**config.mk**
```make
export PLATFORM = sky130hd
export DESIGN_NAME = fetch_unit
export DESIGN_NICKNAME = d
export VERILOG_FILES = /design/src/rtl/fetch_unit.sv
export SDC_FILE = /design/constraint.sdc
export NUM_CORES = 1
export LEC_CHECK = 0
export CAP_MARGIN = 20
export CORE_MARGIN = 2
export CORE_UTILIZATION = 50
export DETAILED_ROUTE_END_ITERATION = 7
export PLACE_DENSITY = 0.85
export SYNTH_ARGS = -nofsm -noshare
export SYNTH_HDL_FRONTEND = slang
export SYNTH_SLANG_ARGS = --single-unit
```
**constraint.sdc**
```tcl
create_clock -name clk -period 2.44 [get_ports clk]
set_clock_uncertainty 0.2 [all_clocks]
set_input_delay 0.488 -clock clk [delete_from_list [all_inputs] [get_ports clk]]
set_output_delay 0.488 -clock clk [all_outputs]
set_load 0.01 [all_outputs]
```
**src/rtl/fetch_unit.sv**
```systemverilog
// Instruction fetch: drives the ROM address from the PC, queues {pc, inst} in a 2-entry FIFO, hands off to decode.
// Compile-time option FETCH_WRAP_EN: PC wraps at end of ROM instead of stopping with done=1.
module fetch_unit #(
  parameter int ADDR_W = 3,
  parameter int INST_W = 16
) (
  input  logic              clk,
  input  logic              rst_n,
  input  logic              run,
  output logic [ADDR_W-1:0] rom_addr,
  input  logic [INST_W-1:0] rom_inst,
  output logic              out_valid,
  input  logic              out_ready,
  output logic [INST_W-1:0] out_inst,
  output logic [ADDR_W-1:0] out_pc,
  input  logic              redirect_valid,
  input  logic [ADDR_W-1:0] redirect_addr,
  output logic              done
);

  // At the last ROM word the PC either wraps or parks, depending on build.
  function automatic logic [ADDR_W-1:0] pc_inc(input logic [ADDR_W-1:0] pc);
`ifdef FETCH_WRAP_EN
    return pc + ADDR_W'(1);
`else
    return (&pc) ? pc : pc + ADDR_W'(1);
`endif
  endfunction

  logic [ADDR_W-1:0] pc_p0;
  logic [INST_W-1:0] q_inst_p1 [2];
  logic [ADDR_W-1:0] q_pc_p1   [2];
  logic              wr_ptr_p1;
  logic              rd_ptr_p1;
  logic [1:0]        count_p1;
  logic [1:0]        count_nxt;
  logic              vld_p1;
  logic              push;
  logic              pop;

  assign vld_p1    = (count_p1 != 2'd0);
  assign out_valid = vld_p1;
  assign out_inst  = q_inst_p1[rd_ptr_p1];
  assign out_pc    = q_pc_p1[rd_ptr_p1];
  assign rom_addr  = pc_p0;

  assign pop  = vld_p1 & out_ready;
  assign push = run & ~done & ~redirect_valid & ((count_p1 != 2'd2) | pop);

  always_comb begin
    count_nxt = count_p1;
    if (push && !pop)
      count_nxt = count_p1 + 2'd1;
    else if (!push && pop)
      count_nxt = count_p1 - 2'd1;
  end

  // ---- stage p0: program counter / ROM address ----
  always_ff @(posedge clk) begin
    if (!rst_n)
      pc_p0 <= '0;
    else if (redirect_valid)
      pc_p0 <= redirect_addr;
    else if (push)
      pc_p0 <= pc_inc(pc_p0);
  end

  // ---- stage p1: instruction queue (data cleared on reset so the head reads 0) ----
  always_ff @(posedge clk) begin
    if (!rst_n) begin
      wr_ptr_p1 <= 1'b0;
      rd_ptr_p1 <= 1'b0;
      count_p1  <= 2'd0;
      for (int i = 0; i < 2; i++) begin
        q_inst_p1[i] <= '0;
        q_pc_p1[i]   <= '0;
      end
    end else if (redirect_valid) begin
      wr_ptr_p1 <= 1'b0;
      rd_ptr_p1 <= 1'b0;
      count_p1  <= 2'd0;
    end else begin
      count_p1 <= count_nxt;
      if (pop)
        rd_ptr_p1 <= ~rd_ptr_p1;
      if (push) begin
        q_inst_p1[wr_ptr_p1] <= rom_inst;
        q_pc_p1[wr_ptr_p1]   <= pc_p0;
        wr_ptr_p1            <= ~wr_ptr_p1;
      end
    end
  end

`ifdef FETCH_WRAP_EN
  assign done = 1'b0;
`else
  logic done_p0;

  always_ff @(posedge clk) begin
    if (!rst_n)
      done_p0 <= 1'b0;
    else if (redirect_valid)
      done_p0 <= 1'b0;
    else if (push && (&pc_p0))
      done_p0 <= 1'b1;
  end

  assign done = done_p0;
`endif

endmodule
```
== Word-level counts from Yosys, hierarchy flattened ==
Memory sizes are Yosys's and may differ from the RTL's. A register that Yosys moved wholly into a read port is not among the register bits.
Cells that the tools add are included.
Storage, ports and cells
  flip-flop bits (word level): 8
  bits in writable memories: 38
  input port bits: 24
  output and inout port bits: 24
  logic and storage cells: 55
  memories: 2
Memories
  q_inst_p1: depth 2, bits a word 16, rd ports 1, clocked after Yosys merged registers in 1, wr ports 2, RTL line 31  | logic [INST_W-1:0] q_inst_p1 [2];
  q_pc_p1: depth 2, bits a word 3, rd ports 1, clocked after Yosys merged registers in 1, wr ports 2, RTL line 32  | logic [ADDR_W-1:0] q_pc_p1 [2];
Operators by class
  add/subtract/negate cells: 3
  equality and inequality tests: 2
  mux-type cells: 20
  bitwise gates (word level): 10
  reduce and logical (&&, ||, !) cells: 13
Operator list (count)
  $mux W16: 1
  $reduce_or A16 Y1: 1
  $mux W1: 13
  $mux W3: 4
  $reduce_bool A2 Y1: 3
  $not A1 Y1: 5
  $and A1 B1 Y1: 4
  $mux W2: 2
  $ne A2 B2 Y1 const B: 2
  $add A3 B1 Y3 const B: 1
  $logic_and A1 B1 Y1: 3
  $reduce_and A3 Y1: 1
  $reduce_or A3 Y1: 1
  $add A2 B1 Y2 const B: 1
  $logic_not A1 Y1: 2
  $reduce_and A2 Y1: 1
  $reduce_or A2 Y1: 1
  $sub A2 B1 Y2 const B: 1
  $or A1 B1 Y1: 1

== Depth between registers and ports, before layout ==
Gate-level depths: netlist (run 1).
  depth after elaboration: 10
  gate-level depth with buffers: 6
  depth with buffers taken out: 6

== Worst setup path after synthesis (run 1) ==
No wires, ideal clock.
  path type: input -> register
  start point: input redirect_valid
  end point: memory q_inst_p1[0][0] (enable)
  library setup time: 0.376 ns
  arrival: 1.674 ns
  required time: 1.864 ns
  path slack: 0.191 ns
  stages on the path: 3
  buffers on the path: 0
  cells stage by stage: or3b_4 > or3_1 > nand2_1
RTL lines
  start, declared: RTL line 16  | input logic redirect_valid,
  end, declared: RTL line 31

==> impl_metrics.yaml, run 1 <==
power:
  peakVddDrop_mv: 0.364
  finalPower_uw: 1600
  leakage_uw: 0.00108
  p_per_area_mw_per_mm2: 562
critical_path:
  crit_arrival_ps: 1680
  startpoint_type: "flop"
  critPathKind: "reg -> out"
  endpoint_kind: "primary output"
  critPathRequiredTime_ps: 1750
  crit_fanout: 19
drt:
  routed_wirelength_um: 4170
  via_count: 1386
  met1Wirelength_um: 1670
  drt_iter0_markers: 115
  firstDrtPassIters: 4
  wl_met3_um: 191
  routedWlPerCell_um: 15.8
  routed.top_layer: "met4"
  wl_met2_um: 2240
  viasPerCell: 5.25
  ant_nets: 0
  drc: 0
floorplan:
  initial_core_util_pct: 52.4
  io_pins: 48
  rows: 23
  die-area_mm2: 0.00479
  die_h_um: 69.2
  dieWidth_um: 69.2
  core_area_mm2: 0.00406
status:
  status: "completed"
clocking:
  clk_pin_slew_ps: 80
  clock-root-buffer: "clkbuf_8"
  cts_buffer_depth: 2
  post_cts_resized: 0
  clk_latency_ps: 290
  postCtsHoldBufs: 0
  cts_tree: "done"
  cts_buffers: 5
  htreeDepth: 2
  post_cts_buffers: 0
  clkSinkCount: 47
finish:
  synthToLayoutAreaGrowth_pct: 33.7
  n_antenna_cell: 0
  drive_above_1_share_pct: 20.1
  nets: 240
  fin_cells: 264
  finish.instance_area_mm2: 0.00284
synth:
  synth_enable_flop_cells: 38
  yosysTopAreaCell: "edfxtp_1"
  ys_types: 30
  seq_area_frac_synth_pct: 62.1
  ys_ff_latch: 47
  syn_area_per_cell_um2: 13.9
  yosys.area.top_type_share_pct: 53.6
  async_reset_ff_share_pct: 0
  netlist_top_cells_count: "38 x and2_1, 38 x edfxtp_1, 19 x mux2_2"
  netlist_instances: 153
  syn-num-nets: 180
  ys.flop_type: "edfxtp_1"
  syn-cell-area_mm2: 0.00213
  synth_area_leaders: "edfxtp_1 54%, and2_1 11%, mux2_2 10%"
  yosys_warnings: 0
timing:
  tightest_slew_ps: 540
  rsz0062_at_grt: "no"
  period_share_pct: 97.0
  hold_viol: 0
  period_needed_ps: 2370
  max_slew_margin_pct: 63.5
  setup_ws_ps: 72.9
  setup_violations: 0
  fmax_mhz: 422
  final_max_slew_viol_count: 0
global_routing:
  grt_antenna_before_repair: 0
  track_usage_pct: 19.4
  overflow: 0
  grt_pass1_vias: 1470
  grt_max_degree: 20
  grt_pass1_wl_um: 7080
hold_path:
  hold_class: "reg -> reg"
placed_design:
  placedCellCount: 256
  place.port_buffers: 47
  hpwl_um: 2850
  postPlaceCellArea_mm2: 0.00276
  dp_slack_ps: -59.8
  gp_congestion: 0.767
run:
  maxCapViolations: 0
[kinds of logic (layout without fill, tap and decap cells)]
logic type	count (synthesis)	after routing	synth area share, %
AND/OR/NAND/NOR	61	61	18.8
flip-flops	47	47	62.1
multiplexers	21	21	11.0
AO/OA/AOI/OAI	12	12	3.59
buffers and inverters	6	67	1.53
adder cells (fa/ha/maj)	3	3	1.76
XOR/XNOR	3	3	1.24
[path summary, 6_finish.rpt]
| kind | from | endpoint | slack (ps) | cells past startpoint |
|---|---|---|---|---|
| worst max-delay path | flop | out_pc[2] | 70 | 3 |
| worst min-delay path | rd_ptr_p1$_SDFFE_PP0P_ | rd_ptr_p1$_SDFFE_PP0P_ | 330 | 2 |
| worst max register to register | rom_addr[0]$_SDFFE_PN0P_ | rom_addr[2]$_SDFFE_PN0P_ | 470 | 5 |
| worst min register to register | rd_ptr_p1$_SDFFE_PP0P_ | rd_ptr_p1$_SDFFE_PP0P_ | 330 | 2 |
[cell usage in the layout (no fill, tap or decap), drive strengths merged]
cell type,count
a211oi,1
a21bo,1
a21oi,3
a41oi,1
and2,38
and3,1
buf,11
clkbuf,6
clkdlybuf4s50,47
clkinv,2
dfxtp,9
edfxtp,38
ha,3
inv,1
mux2,19
mux2i,2
nand2,5
nor2,5
nor3,2
nor3b,1
nor4b,2
o211ai,2
o21ai,4
or2,3
or3,2
or3b,2
xor2,3
[through the flow]
| step | hold WS, ps | utilization [%] | TNS [ps] |
|---|---|---|---|
| final | 327 | 70.1 | 0 |
| after floorplan | 272 | - | 0 |
| after CTS | 328 | 70.1 | 0 |
| after detailed placement | 303 | 68.1 | -1180 |
| after global routing | 362 | 70.1 | 0 |
| after global placement | 289 | 68.1 | -385 |
[critical path, stage by stage (launching register included)]
cell and delay, ps:
dfxtp_1 360, buf_12 170, mux2_2 340, clkdlybuf4s50_1 510
[area by class of cell]
type / instances / area, um2
Fill cell: 287 / 1210
Timing Repair Buffer: 58 / 603
Inverter: 1 / 3.75
Clock buffer: 6 / 72.6
Sequential cell: 47 / 1320
Multi-Input combinational cell: 100 / 773
Tap cell: 50 / 62.6
Clock inverter: 2 / 7.51
[metal layers]
metal,vias to the layer above,track usage [%]
li1,671,-
met1,674,22.6
met2,35,33.7
met3,6,4.36
met4,0,9.15
met5,-,0
[registers in the layout, indices dropped and copies added (netlist names), named ones only]
name	count
wr_ptr_p1	1
rom_addr	3
done	1
q_pc_p1	6
rd_ptr_p1	1
count_p1	2
q_inst_p1	32
[where the power goes]
group	leakage (uW)	internal (uW)	total, uW	switching (uW)
sequential	0.000472	907	926	18.8
clock	0.0000403	196	435	239
combinational	0.000573	143	239	95.3
(Power assumes the default switching activity.)
==> run 2: changes to the inputs <==
--- a/config.mk
+++ b/config.mk
@@ -7,9 +7,9 @@
 export LEC_CHECK = 0
 export CAP_MARGIN = 20
 export CORE_MARGIN = 2
-export CORE_UTILIZATION = 50
+export CORE_UTILIZATION = 45
 export DETAILED_ROUTE_END_ITERATION = 7
-export PLACE_DENSITY = 0.85
+export PLACE_DENSITY = 0.82
 export SYNTH_ARGS = -nofsm -noshare
 export SYNTH_HDL_FRONTEND = slang
 export SYNTH_SLANG_ARGS = --single-unit
==> constraint.sdc (replaced) <==
create_clock -name clk -period 2 [get_ports clk]
set_clock_uncertainty 0.2 [all_clocks]
set_input_delay 0.4 -clock clk [delete_from_list [all_inputs] [get_ports clk]]
set_output_delay 0.4 -clock clk [all_outputs]
set_load 0.01 [all_outputs]
==> run 2 against run 1 <==
Final area grew 3.2%. Sequential share of layout area shrank 1.3 points. Critical path depth increased by 1. Count of clock-buffer cells in the layout increased by 1. Non-clock buffer count increased by 8. Critical path type unchanged. Flip-flop and latch count is the same. Combinational power grew 23%. Global-route usage is 3.4 points lower. Clock power rose by 24%. Setup slack worse by 35 ps. Die area up 10%. Via count decreased by 1.7%.
==> impl_metrics.yaml, run 2 (synthesized netlist as in run 1, its figures left out) <==
status:
  status: "completed"
global_routing:
  track_usage_pct: 15.9
  grt_pass1_vias: 1395
  overflow: 0
  grt_antenna_before_repair: 0
  grt_max_degree: 20
  grt_pass1_wl_um: 6340
power:
  internal_power_uw: 1530
  p_seq_share_pct: 57.4
  leakage_uw: 0.00118
  switching_share_pct: 22.2
  p_per_area_mw_per_mm2: 669
  peakVddDrop_mv: 0.365
  p_comb_share_pct: 15.0
  clkPwrFrac_pct: 27.5
  switching_power_uw: 437
drt:
  drt_iter0_markers: 89
  drc: 0
  routedWlPerCell_um: 14.1
  routed_wirelength_um: 3900
  viasPerCell: 4.93
  via_count: 1362
  firstDrtPassIters: 4
  ant_nets: 0
finish:
  finish.instance_area_mm2: 0.00293
  drive_above_1_share_pct: 33.3
  nets: 248
  synthToLayoutAreaGrowth_pct: 37.9
  largest-register: "q_inst_p1"
  mostFrequentLayoutCells: "38 x and2_1, 38 x edfxtp_1, 24 x clkdlybuf4s50_1"
  n_antenna_cell: 0
  largest_register_ff_count: 32
clocking:
  htreeDepth: 2
  clock-root-buffer: "clkbuf_8"
  clk_latency_ps: 290
  cts_buffers: 5
  cts_tree: "done"
  clkSinkCount: 47
  cts_buffer_depth: 2
  clk_pin_slew_ps: 80
placed_design:
  place.port_buffers: 47
  hpwl_um: 2640
  postPlaceCellArea_mm2: 0.00281
  gp_congestion: 0.715
critical_path:
  crit_arrival_ps: 1360
  startpoint_type: "flop"
  critPathRequiredTime_ps: 1400
  critPathMaxStageDelay_ps: 360
  crit_fanout: 8
  cp_common_cell: "buf_12"
  rr_startpoint: "done$_SDFFE_PP0P_"
  crit_chain: "buf_12 -> buf_12 -> mux2_2 -> buf_6"
  endpoint_kind: "primary output"
  critPathKind: "reg -> out"
  slowest_stage: "dfxtp_2"
floorplan:
  die-area_mm2: 0.00529
  core_area_mm2: 0.00463
  initial_core_util_pct: 45.9
  rows: 25
  die_h_um: 72.8
  dieWidth_um: 72.8
  io_pins: 48
timing:
  period_needed_ps: 1960
  final_max_slew_viol_count: 0
  max_slew_margin_pct: 80.7
  period_share_pct: 98.1
  fmax_mhz: 510
  whs_ps: 314
  setup_violations: 0
  rsz0062_at_grt: "yes"
  hold_viol: 0
  tightest_slew_ps: 286
hold_path:
  hold_class: "reg -> reg"
  holdCritStartpoint: "rom_addr[1]$_SDFFE_PN0P_"
run:
  maxCapViolations: 0
==> run 2: cell types whose count changed in the layout (fill, tap and decap cells not counted), sizes merged <==
cell and change:
buf +25, clkdlybuf4s50 -23, dlygate4sd2 +3, clkdlybuf4s15 +2
clkbuf +1, clkinv -1, dlymetal6s2s +1
==> run 2: final timing paths <==
kind                              end  slack (ps)  cells after the start
min reg2reg  rom_addr[1]$_SDFFE_PN0P_         310                      2
max                         out_pc[1]          40                      4
max reg2reg  count_p1[1]$_SDFFE_PP0P_         100                      6
min          rom_addr[1]$_SDFFE_PN0P_         310                      2
==> run 2: power by group through the flow <==
stage / registers [uW] / clock network (uW) / logic [uW]
3_5_place_dp: 1150 / 0 / 299
5_1_grt: 1140 / 595 / 320
6_report: 1130 / 541 / 295
4_1_cts: 1130 / 560 / 277
3_3_place_gp: 1150 / 0 / 295
2_1_floorplan: 1150 / 0 / 124
==> run 2: metrics by stage <==
step / total power [uW] / setup WS (ps) / utilization, % / std cells / setup TNS (ps)
final: 1960 / 37.6 / 63.4 / 276 / 0
after global routing: 2050 / -21.7 / 63.4 / 276 / -145
after CTS: 1960 / 5.72 / 61.8 / 276 / 0
after detailed placement: 1450 / -470 / 60.8 / 264 / -27790
after global placement: 1440 / -409 / 60.8 / 264 / -25090
after floorplan: 1270 / 21.5 / - / 153 / 0
==> run 2: layer usage <==
layer | up-vias | part of all wire, % | global-route usage, %
met5 | - | 0 | 0
met3 | 6 | 7.4 | 5.94
li1 | 683 | - | -
met2 | 43 | 51 | 26.7
met4 | 0 | 1.4 | 6.17
met1 | 630 | 41 | 18.6
==> run 2: critical path, delay by kind of cell (launching register included) <==
kind	cells	cell delay [ps]
flip-flops	1	360
buffers and inverters	3	360
multiplexers	1	350
==> run 2: layout make-up <==
class	instances	area (um2)
sequential	47	1320
multi-input combinational	100	796
tap	54	67.6
inverter	1	3.75
timing repair buffer	66	662
fill	380	1700
clock inverter	1	5.00
clock buffer	7	76.3
==> run 2: timing repair <==
item                                    4_1_cts  5_1_grt
gates resized for setup                      79       16
setup buffers                                 4        0
hold buffers                                  0        0
endpoints found under the setup margin       79       16
pin swaps                                     4        1
==> run 3: changes to the inputs <==
--- a/config.mk
+++ b/config.mk
@@ -7,9 +7,10 @@
 export LEC_CHECK = 0
 export CAP_MARGIN = 20
 export CORE_MARGIN = 2
-export CORE_UTILIZATION = 45
+export CORE_UTILIZATION = 50
 export DETAILED_ROUTE_END_ITERATION = 7
-export PLACE_DENSITY = 0.82
+export PLACE_DENSITY = 0.85
+export SKIP_CTS_REPAIR_TIMING = 1
 export SYNTH_ARGS = -nofsm -noshare
 export SYNTH_HDL_FRONTEND = slang
 export SYNTH_SLANG_ARGS = --single-unit
==> constraint.sdc (replaced) <==
create_clock -name clk -period 2.05 [get_ports clk]
set_clock_uncertainty 0.2 [all_clocks]
set_input_delay 0.41 -clock clk [delete_from_list [all_inputs] [get_ports clk]]
set_output_delay 0.41 -clock clk [all_outputs]
set_load 0.01 [all_outputs]
==> run 3 against run 2 <==
Sequential share of layout area fell by 0.66 points. Die area fell by 9.5%. Clock power fell by 3%. Register-to-register slack improved by 60 ps. First-iteration DRC count fell by 6.7%. Critical path type unchanged. Largest power group unchanged.
==> impl_metrics.yaml, run 3 (synthesized netlist as in run 1, its figures left out) <==
status:
  status: "completed"
timing:
  period_needed_ps: 2050
  setup_violations: 0
  final_max_slew_viol_count: 0
  max_slew_margin_pct: 82.9
  period_share_pct: 100
  tightest_slew_ps: 253
  hold_viol: 0
  fin_setup_tns_ps: 0
  fmax_mhz: 488
  rsz0062_at_grt: "yes"
  whs_ps: 279
critical_path:
  critical-path-top-delay-family: "buffers and inverters"
  rr_startpoint: "count_p1[1]$_SDFFE_PP0P_"
  slowest_stage: "dfxtp_2"
  critPathKind: "reg -> out"
  crit_cells: 5
  endpoint_kind: "primary output"
  reg2reg_slack_ps: 160
  crit_chain: "buf_12 -> buf_4 -> buf_4 -> mux2_2 -> clkbuf_2"
  crit_arrival_ps: 1440
  cp_common_cell: "buf_4"
  crit_fanout: 14
  path_buf_inv: 4
  worstSetupEndpoint: "out_inst[8]"
  worstReg2RegEnd: "count_p1[1]$_SDFFE_PP0P_"
  critPathMaxStageDelay_ps: 350
  startpoint_type: "flop"
  critPathRequiredTime_ps: 1440
  reg2reg_depth: 6
drt:
  ant_nets: 0
  routed_wirelength_um: 4220
  via_count: 1444
  routedWlPerCell_um: 15.1
  viasPerCell: 5.18
  drt_iter0_markers: 83
  firstDrtPassIters: 4
  drc: 0
floorplan:
  dieWidth_um: 69.2
  initial_core_util_pct: 52.4
  core_area_mm2: 0.00406
  die-area_mm2: 0.00479
  io_pins: 48
  rows: 23
  die_h_um: 69.2
global_routing:
  grt_max_degree: 20
  grt_pass1_wl_um: 6800
  overflow: 0
  track_usage_pct: 18.2
  grt_antenna_before_repair: 0
  grt_pass1_vias: 1482
power:
  leakage_uw: 0.00137
  finalPower_uw: 1910
  p_per_area_mw_per_mm2: 642
  peakVddDrop_mv: 0.386
clocking:
  htreeDepth: 2
  clock-root-buffer: "clkbuf_8"
  clkSinkCount: 47
  clk_latency_ps: 290
  cts_buffers: 5
  clk_pin_slew_ps: 80
  cts_buffer_depth: 2
  cts_tree: "done"
placed_design:
  postPlaceCellArea_mm2: 0.00279
  place.port_buffers: 47
  placedCellCount: 261
  hpwl_um: 2910
  gp_congestion: 0.747
finish:
  mostFrequentLayoutCells: "38 x and2_1, 38 x edfxtp_1, 24 x clkdlybuf4s50_1"
  fin_cells: 279
  largest_register_ff_count: 32
  synthToLayoutAreaGrowth_pct: 40.0
  n_antenna_cell: 0
  nets: 255
  drive_above_1_share_pct: 31.4
  largest-register: "q_inst_p1"
  finish.instance_area_mm2: 0.00298
  seq_area_mm2: 0.00132
  multiInputGateArea_um2: 798
  nFillCells: 274
hold_path:
  holdCritStartpoint: "run"
  hold_class: "in -> reg"
run:
  maxCapViolations: 0
-- run 3: cell types whose count changed in the layout (fill, tap and decap cells not counted), sizes merged --
cell	delta
buf	-10
clkdlybuf4s15	-2
clkbuf	+7
dlymetal6s2s	+15
dlygate4sd2	-3
-- run 3: where the power goes --
group / leakage [uW] / internal [uW] / switching, uW
sequential: 0.000473 / 1080 / 23.1
combinational: 0.000857 / 167 / 117
clock: 0.0000422 / 239 / 285
-- run 3: how the worst min path moves through the flow --
stage	cells past startpoint	end	slack, ps
6_report	3	done$_SDFFE_PP0P_	280
5_1_grt	2	flop	330
4_1_cts	2	flop	310
3_5_place_dp	2	flop	290
3_3_place_gp	2	flop	280
2_1_floorplan	2	flop	270
-- run 3: cell type report --
cell class,instances,share of cell area [%]
Sequential cell,47,44.5
Multi-Input combinational cell,100,26.8
Timing Repair Buffer,73,23.8
Clock buffer,7,2.56
Tap cell,50,2.10
Clock inverter,1,0.168
Inverter,1,0.126
-- run 3: tightest hold or removal path: stages --
cell	delay, ps
dlymetal6s2s_1	120
a41oi_1	130
nor2_1	80
-- run 3: metrics by stage --
step	utilization, %	worst slack, ps
after global routing	73.4	-48.1
final	73.4	0.999
after detailed placement	68.8	-458
after floorplan	-	61.5
after CTS	70.8	-262
after global placement	68.8	-360
-- run 3: metal layers --
layer / global-route usage, % / vias to the layer above / wire (um)
li1: - / 698 / -
met1: 20.5 / 697 / 1670
met2: 32.4 / 42 / 2250
met3: 5.09 / 7 / 232
met4: 7.19 / 0 / 69
met5: 0 / - / 0
